File: src/rtl/othello_pkg.sv
// Shared Othello definitions: cell encodings, player encoding, direction table
// and the move-validator state set.
package othello_pkg;

    localparam logic [1:0] CELL_EMPTY = 2'b00;
    localparam logic [1:0] CELL_BLACK = 2'b01;
    localparam logic [1:0] CELL_WHITE = 2'b10;

    typedef enum logic {
        PLAYER_BLACK = 1'b0,
        PLAYER_WHITE = 1'b1
    } player_t;

    // Order: N, NE, E, SE, S, SW, W, NW
    localparam logic signed [1:0] DIR_DX [8] = '{2'sd0, 2'sd1, 2'sd1, 2'sd1,
                                                 2'sd0, -2'sd1, -2'sd1, -2'sd1};
    localparam logic signed [1:0] DIR_DY [8] = '{-2'sd1, -2'sd1, 2'sd0, 2'sd1,
                                                 2'sd1, 2'sd1, 2'sd0, -2'sd1};

    typedef enum logic [3:0] {
        IDLE,
        RD_TGT,
        CK_TGT,
        DIR_INIT,
        STEP,
        CHECK,
        FLIP,
        NEXT_DIR,
        PLACE,
        ACKS,
        DONE,
        REJECT
    } state_t;

    function automatic logic [1:0] own_cell(input player_t p);
        return (p == PLAYER_WHITE) ? CELL_WHITE : CELL_BLACK;
    endfunction

    function automatic logic [1:0] opp_cell(input player_t p);
        return (p == PLAYER_WHITE) ? CELL_BLACK : CELL_WHITE;
    endfunction

endpackage

File: src/rtl/move_validator_dir_step.sv
// Combinational board walker: position plus or minus one direction delta,
// with an off-board flag for the resulting square.
module dir_step
    import othello_pkg::*;
(
    input  logic signed [3:0] pos_x,
    input  logic signed [3:0] pos_y,
    input  logic        [2:0] dir,
    input  logic              reverse,
    output logic signed [3:0] next_x,
    output logic signed [3:0] next_y,
    output logic              off_board
);

    logic signed [3:0] dx;
    logic signed [3:0] dy;

    always_comb begin
        dx = {{2{DIR_DX[dir][1]}}, DIR_DX[dir]};
        dy = {{2{DIR_DY[dir][1]}}, DIR_DY[dir]};
        next_x = reverse ? (pos_x - dx) : (pos_x + dx);
        next_y = reverse ? (pos_y - dy) : (pos_y + dy);
        // Results span -1..8; both -1 and 8 have bit 3 set in 4-bit signed form.
        off_board = next_x[3] | next_y[3];
    end

endmodule

File: src/rtl/move_validator.sv
// Validates an Othello move against the board RAM, flips every bracketed
// opponent run, places the disc and acknowledges, or rejects the move.
module move_validator
    import othello_pkg::*;
(
    input  logic       clock,
    input  logic       reset,
    input  logic       new_move,
    input  logic       player,
    input  logic       go,
    input  logic [2:0] cursor_x,
    input  logic [2:0] cursor_y,
    input  logic [1:0] board_rdata,
    output logic [5:0] board_addr,
    output logic [1:0] board_wdata,
    output logic       board_we,
    output logic       ack,
    output logic       invalid,
    output logic       busy
);

    state_t            state;
    player_t           side;
    logic        [2:0] tgt_x;
    logic        [2:0] tgt_y;
    logic        [2:0] dir;
    logic        [2:0] run;
    logic        [2:0] flips;
    logic              any;
    logic signed [3:0] pos_x;
    logic signed [3:0] pos_y;
    logic              pos_off;
    logic              go_q;

    logic        [1:0] own;
    logic        [1:0] opp;
    logic signed [3:0] base_x;
    logic signed [3:0] base_y;
    logic              reverse;
    logic signed [3:0] next_x;
    logic signed [3:0] next_y;
    logic              off_board;

    always_comb begin
        own     = own_cell(side);
        opp     = opp_cell(side);
        base_x  = (state == DIR_INIT) ? {1'b0, tgt_x} : pos_x;
        base_y  = (state == DIR_INIT) ? {1'b0, tgt_y} : pos_y;
        reverse = (state == FLIP) || ((state == CHECK) && (board_rdata == own));
    end

    dir_step u_dir_step (
        .pos_x     (base_x),
        .pos_y     (base_y),
        .dir       (dir),
        .reverse   (reverse),
        .next_x    (next_x),
        .next_y    (next_y),
        .off_board (off_board)
    );

    // board_addr is loaded on entry to RD_TGT/STEP so the read is presented
    // during those states and the data arrives in CK_TGT/CHECK.
    always_ff @(posedge clock) begin
        if (!reset) begin
            state       <= IDLE;
            side        <= PLAYER_BLACK;
            tgt_x       <= '0;
            tgt_y       <= '0;
            dir         <= '0;
            run         <= '0;
            flips       <= '0;
            any         <= 1'b0;
            pos_x       <= '0;
            pos_y       <= '0;
            pos_off     <= 1'b0;
            go_q        <= 1'b0;
            board_addr  <= '0;
            board_wdata <= '0;
            board_we    <= 1'b0;
            ack         <= 1'b0;
            invalid     <= 1'b0;
            busy        <= 1'b0;
        end else begin
            go_q     <= go;
            board_we <= 1'b0;
            ack      <= 1'b0;
            invalid  <= 1'b0;
            case (state)
                IDLE: begin
                    if (new_move) begin
                        tgt_x      <= cursor_x;
                        tgt_y      <= cursor_y;
                        side       <= player_t'(player);
                        board_addr <= {cursor_y, cursor_x};
                        busy       <= 1'b1;
                        state      <= RD_TGT;
                    end
                end
                RD_TGT: state <= CK_TGT;
                CK_TGT: begin
                    if (board_rdata != CELL_EMPTY) begin
                        invalid <= 1'b1;
                        busy    <= 1'b0;
                        state   <= REJECT;
                    end else begin
                        dir   <= '0;
                        any   <= 1'b0;
                        state <= DIR_INIT;
                    end
                end
                DIR_INIT: begin
                    pos_x      <= next_x;
                    pos_y      <= next_y;
                    pos_off    <= off_board;
                    run        <= '0;
                    board_addr <= {next_y[2:0], next_x[2:0]};
                    state      <= STEP;
                end
                STEP: state <= pos_off ? NEXT_DIR : CHECK;
                CHECK: begin
                    if (board_rdata == opp) begin
                        run        <= run + 3'd1;
                        pos_x      <= next_x;
                        pos_y      <= next_y;
                        pos_off    <= off_board;
                        board_addr <= {next_y[2:0], next_x[2:0]};
                        state      <= STEP;
                    end else if ((board_rdata == own) && (run != '0)) begin
                        // First flip is issued on entry, so FLIP lasts exactly run cycles.
                        any         <= 1'b1;
                        flips       <= run;
                        pos_x       <= next_x;
                        pos_y       <= next_y;
                        board_addr  <= {next_y[2:0], next_x[2:0]};
                        board_wdata <= own;
                        board_we    <= 1'b1;
                        state       <= FLIP;
                    end else begin
                        state <= NEXT_DIR;
                    end
                end
                FLIP: begin
                    if (flips == 3'd1) begin
                        state <= NEXT_DIR;
                    end else begin
                        flips       <= flips - 3'd1;
                        pos_x       <= next_x;
                        pos_y       <= next_y;
                        board_addr  <= {next_y[2:0], next_x[2:0]};
                        board_wdata <= own;
                        board_we    <= 1'b1;
                    end
                end
                NEXT_DIR: begin
                    if (dir == 3'd7) begin
                        if (any) begin
                            board_addr  <= {tgt_y, tgt_x};
                            board_wdata <= own;
                            board_we    <= 1'b1;
                            state       <= PLACE;
                        end else begin
                            invalid <= 1'b1;
                            busy    <= 1'b0;
                            state   <= REJECT;
                        end
                    end else begin
                        dir   <= dir + 3'd1;
                        state <= DIR_INIT;
                    end
                end
                PLACE: begin
                    ack   <= 1'b1;
                    state <= ACKS;
                end
                ACKS: state <= DONE;
                DONE: begin
                    if (!new_move) begin
                        busy  <= 1'b0;
                        state <= IDLE;
                    end
                end
                REJECT: begin
                    if (!new_move) begin
                        state <= IDLE;
                    end else if (go && !go_q) begin
                        tgt_x      <= cursor_x;
                        tgt_y      <= cursor_y;
                        side       <= player_t'(player);
                        board_addr <= {cursor_y, cursor_x};
                        busy       <= 1'b1;
                        state      <= RD_TGT;
                    end
                end
                default: state <= IDLE;
            endcase
        end
    end

endmodule

File: config.mk
export PLATFORM = sky130hd
export DESIGN_NAME = move_validator
export DESIGN_NICKNAME = d
export VERILOG_FILES = /design/src/rtl/othello_pkg.sv /design/src/rtl/move_validator_dir_step.sv /design/src/rtl/move_validator.sv
export SDC_FILE = /design/constraint.sdc
export NUM_CORES = 1
export LEC_CHECK = 0
export ABC_AREA = 1
export CORE_MARGIN = 2
export CORE_UTILIZATION = 40
export CTS_BUF_LIST = sky130_fd_sc_hd__clkbuf_8
export DETAILED_ROUTE_END_ITERATION = 10
export SLEW_MARGIN = 20
export SYNTH_ARGS = -nofsm -noshare
export SYNTH_HDL_FRONTEND = slang
export SYNTH_SLANG_ARGS = --single-unit
File: constraint.sdc
create_clock -name clock -period 3.78 [get_ports clock]
set_clock_uncertainty 0.2 [all_clocks]
set_input_delay 0.378 -clock clock [delete_from_list [all_inputs] [get_ports clock]]
set_output_delay 0.378 -clock clock [all_outputs]
set_load 0.05 [all_outputs]
# Yosys cells after proc, flatten, opt, wreduce, memory -nomap -nowiden
# Memory sizes are Yosys's and may differ from the RTL's.
# Cells that the tools add are included.
dict set report totals {
  mem_bits_ro 32
  register_bits 43
  out_inout_bits 12
  mem_count 2
  elab_cells 180
}
dict set report op_classes {
  magnitude_cmp 1
  n_eq_ne 32
  bitwise 2
  n_addsub 7
  n_reduce_logical 27
  muxes 91
}
# memory depth width rd rd_clocked_by_memory_dff write_ports line
set mem_list {}
lappend mem_list {{(no name shown)} 8 2 1 0 0 move_validator_dir_step.sv:19} ;# dx = {{2{DIR_DX[dir][1]}}, DIR_DX[dir]};
lappend mem_list {{(no name shown)} 8 2 1 0 0 move_validator_dir_step.sv:20} ;# dy = {{2{DIR_DY[dir][1]}}, DIR_DY[dir]};
# operator count
set ops {}
lappend ops {{4-bit two-way mux} 17}
lappend ops {{6-bit two-way mux} 8}
lappend ops {{4-bit case mux with 12 select lines} 1}
lappend ops {{3-bit two-way mux} 12}
lappend ops {{6-bit case mux with 6 select lines} 1}
lappend ops {{3-bit case mux with 2 select lines} 5}
lappend ops {{2-bit two-way mux} 14}
lappend ops {{1-bit two-way mux} 24}
lappend ops {{2-bit inequality test (second input constant)} 12}
lappend ops {{4-bit case mux with 3 select lines} 2}
lappend ops {{4-bit by 3-bit == test with 1-bit output (second input constant)} 4}
lappend ops {{4-bit == test (second input constant)} 4}
lappend ops {{4-bit AND reduction} 4}
lappend ops {{8-bit AND reduction} 2}
lappend ops {{2-bit nonzero test} 6}
lappend ops {{3-bit nonzero test} 3}
lappend ops {{4-bit by 2-bit adder with 4-bit output} 2}
lappend ops {{4-bit by 2-bit == test with 1-bit output (second input constant)} 2}
lappend ops {{1-bit case mux with 2 select lines} 4}
lappend ops {{4-bit by 2-bit subtractor with 4-bit output} 2}
lappend ops {{3-bit by 1-bit adder with 3-bit output (second input constant)} 2}
lappend ops {{2-bit by 1-bit inequality test with 1-bit output (second input constant)} 3}
lappend ops {{2-bit case mux with 3 select lines} 1}
lappend ops {{3-bit AND reduction} 2}
lappend ops {{other kinds (20)} 23}

# Longest topological paths before layout
dict set report logic_depth {
  ltp_word 9
  ltp_mapped 19
  ltp_nobuf 19
}

# Hierarchy
# A second synthesis with hierarchy kept.
dict set report hier_totals {
  cells_unflattened 442
  area_unflattened_um2 2807.7
}
# module n_inst seq_area_each_um2 cells_per_inst area_per_inst_um2
set by_module_without_submodules {}
lappend by_module_without_submodules {move_validator 1 860.8 378 2388.5}
lappend by_module_without_submodules {dir_step 1 0.0 64 419.2}

# Worst setup path after synthesis
# Ideal clock, no wire load.
dict set report synth_path {
  kind {reg-to-reg}
  from {register state[3]}
  to {register pos_off}
  setup_time_ns 0.117
  slack_ns 1.340
  stages_incl_launch_ff 20
  required_ns 3.463
  n_path_buf 0
  arrival_ns 2.123
  path_cell_list {dfxtp_1 inv_2 nand2_2 nor2_1 nand3_1 nand2_1 nand2_1 nand2_1 inv_1 ha_1 nand2_1 nand2_1 nor2_1 nand2_1 inv_1 nor2_1 nand3_1 nand3_1 nor2_1 nor2_1}
}
dict set report synth_between {
  elab_chain_cells 7
  elab_cells_between_ends 19
  cone_classes {add/sub (4); eq/ne (4); mux (6); bitwise (1); reduce/logical (4)}
}
# element line
set synth_lines {}
lappend synth_lines {{from (decl)} move_validator.sv:22} ;# state_t state;
lappend synth_lines {{from (signal assigned)} move_validator.sv:120} ;# STEP: state <= pos_off ? NEXT_DIR : CHECK;
lappend synth_lines {{4-bit by 2-bit == test with 1-bit output / 4-bit by 3-bit == test with 1-bit output (equally long branches)} --}
lappend synth_lines {{4-bit two-way mux (tied with other cells)} move_validator.sv:47} ;# base_x = (state == DIR_INIT) ? {1'b0, tgt_x} : pos_x;
lappend synth_lines {{4-bit by 2-bit adder with 4-bit output (tied with other cells)} move_validator_dir_step.sv:21} ;# next_x = reverse ? (pos_x - dx) : (pos_x + dx);
lappend synth_lines {{4-bit two-way mux (on tied branches)} {move_validator_dir_step.sv:21, move_validator_dir_step.sv:22}}
lappend synth_lines {{1-bit OR} move_validator_dir_step.sv:24} ;# off_board = next_x[3] | next_y[3];
lappend synth_lines {{1-bit two-way mux} move_validator.sv:122} ;# if (board_rdata == opp) begin
lappend synth_lines {{1-bit case mux with 2 select lines} move_validator.sv:89} ;# case (state)
lappend synth_lines {{to (signal assigned)} move_validator.sv:115} ;# pos_off <= off_board;
lappend synth_lines {{to (signal assigned)} move_validator.sv:126} ;# pos_off <= off_board;
lappend synth_lines {{to (decl)} move_validator.sv:32} ;# logic pos_off;
# Parallel ways exist; a longest one is shown, timed or not. The select of a mux whose other input is x is not followed.
# A chain may end at the register's enable or synchronous reset.

# Final worst setup path
# Same ends and word-level chain as after synthesis.

==> results_dict.tcl <==
set metrics [dict create \
    die_h_um 85.3 \
    drive_above_1_share_pct 8.02 \
    h-tree-depth 2 \
    drv_slew 0 \
    rsz0062_at_grt "no" \
    antenna_found_initial 0 \
    cts_root_buf "clkbuf_8" \
    layout_commonest_cell "nand2_1" \
    cp-end-kind "flop" \
    finalSetupTns_ns 0 \
    crit_path_start_kind "flop" \
    final_cell_mix "84 x nand2_1, 63 x inv_1, 50 x nor2_1, 43 x dfxtp_1, 30 x o21ai_0" \
    avgRoutedWirePerCell_um 12.3 \
    fin_crit_ns 2.83 \
    grt-ovfl-total 0 \
    dieArea_mm2 0.00727 \
    max_slew_margin_pct 64.8 \
    worstPathRequired_ns 3.77 \
    first_iter_violations 111 \
    post_cts_resized 0 \
    ios 25 \
    route.detailed.drc 0 \
    reg2reg_to "pos_off" \
    holdPathEnd "board_wdata[1]" \
    port_buffers 24 \
    rows 29 \
    post_synth_instance_area_mm2 0.00264 \
    drt_pass1_iterations 4 \
    area_delta_synth_final_pct 14.4 \
    fin_crit_sh_pct 74.9 \
    grt_pass1_vias 2316 \
    peakVddDrop_uv 349 \
    r2r-start "state[3]" \
    die_width_um 85.3 \
    crit_fanout 6 \
    ant_nets 0 \
    cts_setup_buffers 0 \
    wl_um 6140 \
    clkSinkCount 43 \
    track_usage_pct 18.1 \
    p_per_area_mw_per_mm2 696 \
    ys_seq_area_share_pct 32.6 \
    viasPerCell 4.89 \
    netlist_top_cells_area "dfxtp_1 33%, nand2_1 12%, inv_1 8.8%" \
    netlist_instances 399 \
    final_hold_viol_count 0 \
    worstSetupPathType "flop to flop" \
    core_mm2 0.00639 \
    crit_arrival_ns 2.82 \
    avgSynthCellArea_um2 6.62 \
    dp_hpwl_um 4750 \
    yosys.area.top_type "dfxtp_1" \
    status "finished, final reports clean" \
    tightest_slew_ns 0.527 \
    grt_pass1_wl_um 10700 \
    insertion_delay_ns 0.30 \
    setup_violations 0 \
    hp-start "board_wdata[1]" \
    ys_ff_latch 43 \
    synth_top_area_share_pct 32.6 \
    n_antenna_cell 0 \
    clockBufferDepth 2 \
    grt_max_degree 29 \
    hold_depth 2 \
    yosys_warnings 0 \
    synth_cell_types 31 \
    syn_nets 429 \
    rrSetupSlack_ns 0.95 \
    hold_path.class "flop to flop" \
    r2r_cells 19 \
    numCtsBuffers 5 \
    fmax_ghz 0.353 \
    cts_hold_buffers 0 \
    place_congestion 0.880 \
    holdWs_ns 0.268 \
    leakage_uw 0.00136 \
    nNetsFinal 453 \
    num_vias 2449 \
    max_cap_viol_count 0 \
    start_util_pct 41.4 \
    cts.reportedPaths.clkPinSlew_ns 0.09 \
    tritoncts "yes" \
]
[critical path: stages (launching register included)]
cell and delay, ns:
dfxtp_1 0.38, inv_2 0.10, nand2_2 0.09, nor2_1 0.24, nand3_1 0.21, nand2_1 0.16
nand2_1 0.08, nand2_1 0.10, inv_1 0.07, ha_1 0.33, nand2_1 0.07, nand2_1 0.04
nor2_1 0.15, nand2_1 0.09, inv_1 0.05, nor2_1 0.04, nand3_1 0.09, nand3_1 0.07
nor2_1 0.09, nor2_1 0.04
[metrics by stage]
step | utilization, % | setup WS [ns] | instance area [um2] | cells | power, uW
3_3_place_gp | 46.0 | 0.784 | 2940 | 493 | 1820
2_1_floorplan | - | 1.34 | 2640 | 399 | 1570
4_1_cts | 47.3 | 0.954 | 3020 | 501 | 2120
5_1_grt | 47.3 | 0.619 | 3020 | 501 | 2320
3_5_place_dp | 46.0 | 0.752 | 2940 | 493 | 1820
6_report | 47.3 | 0.948 | 3020 | 501 | 2110
[metal layers]
metal,vias to the layer above,track usage (%),wire (um)
li1,1320,-,-
met1,1089,24.0,3060
met2,33,29.9,2840
met3,7,3.40,174
met4,0,5.77,68
met5,-,0,0
[sequential cells by signal, indices dropped and copies added (netlist names), 4 cells and up]
signal      cells
pos_x           4
pos_y           4
state           4
board_addr      6
[worst max-delay path by stage]
stage / from / end / slack [ns]
6_report: state[3] / pos_off / 0.95
5_1_grt: state[0] / pos_off / 0.62
4_1_cts: state[3] / pos_off / 0.95
3_5_place_dp: board_rdata[1] / pos_off / 0.75
3_3_place_gp: board_rdata[1] / pos_off / 0.78
2_1_floorplan: state[3] / pos_off / 1.34
[cells in the mapped netlist, drive strengths merged]
library cell	count
a211oi	4
a21oi	29
xnor2	1
a22oi	1
nand2	90
nor2	56
nor3	3
o21ai	38
nand4	3
ha	15
nand3b	1
buf	5
o221ai	6
xor2	2
clkbuf	3
inv	71
a31oi	1
o22ai	1
nand3	22
o211ai	1
dfxtp	43
o21a	1
fa	2
[final cells by class]
type | instances | area (um2)
timing repair buffer | 25 | 248
sequential | 43 | 861
fill | 659 | 3360
tap | 77 | 96.3
multi-input combinational | 277 | 1470
clock buffer | 5 | 68.8
inverter | 71 | 267
clock inverter | 3 | 16.3
[cell families (layout without fill, tap and decap cells)]
family / Yosys count / count (layout) / share of synthesized area [%]
AOI/OAI and AO/OA: 82 / 82 / 17.7
xor gates and xnor gates: 3 / 3 / 0.994
adders and majority gates: 17 / 17 / 8.62
buffers and inverters: 79 / 104 / 11.9
DFF: 43 / 43 / 32.6
and+or+nand+nor: 175 / 175 / 28.2
[report_power, final]
group	switching (uW)	internal [uW]
Clock	163	127
Sequential	76.4	571
Combinational	770	399
Total	1010	1100
No activity file was read; power rests on OpenSTA's default activity.
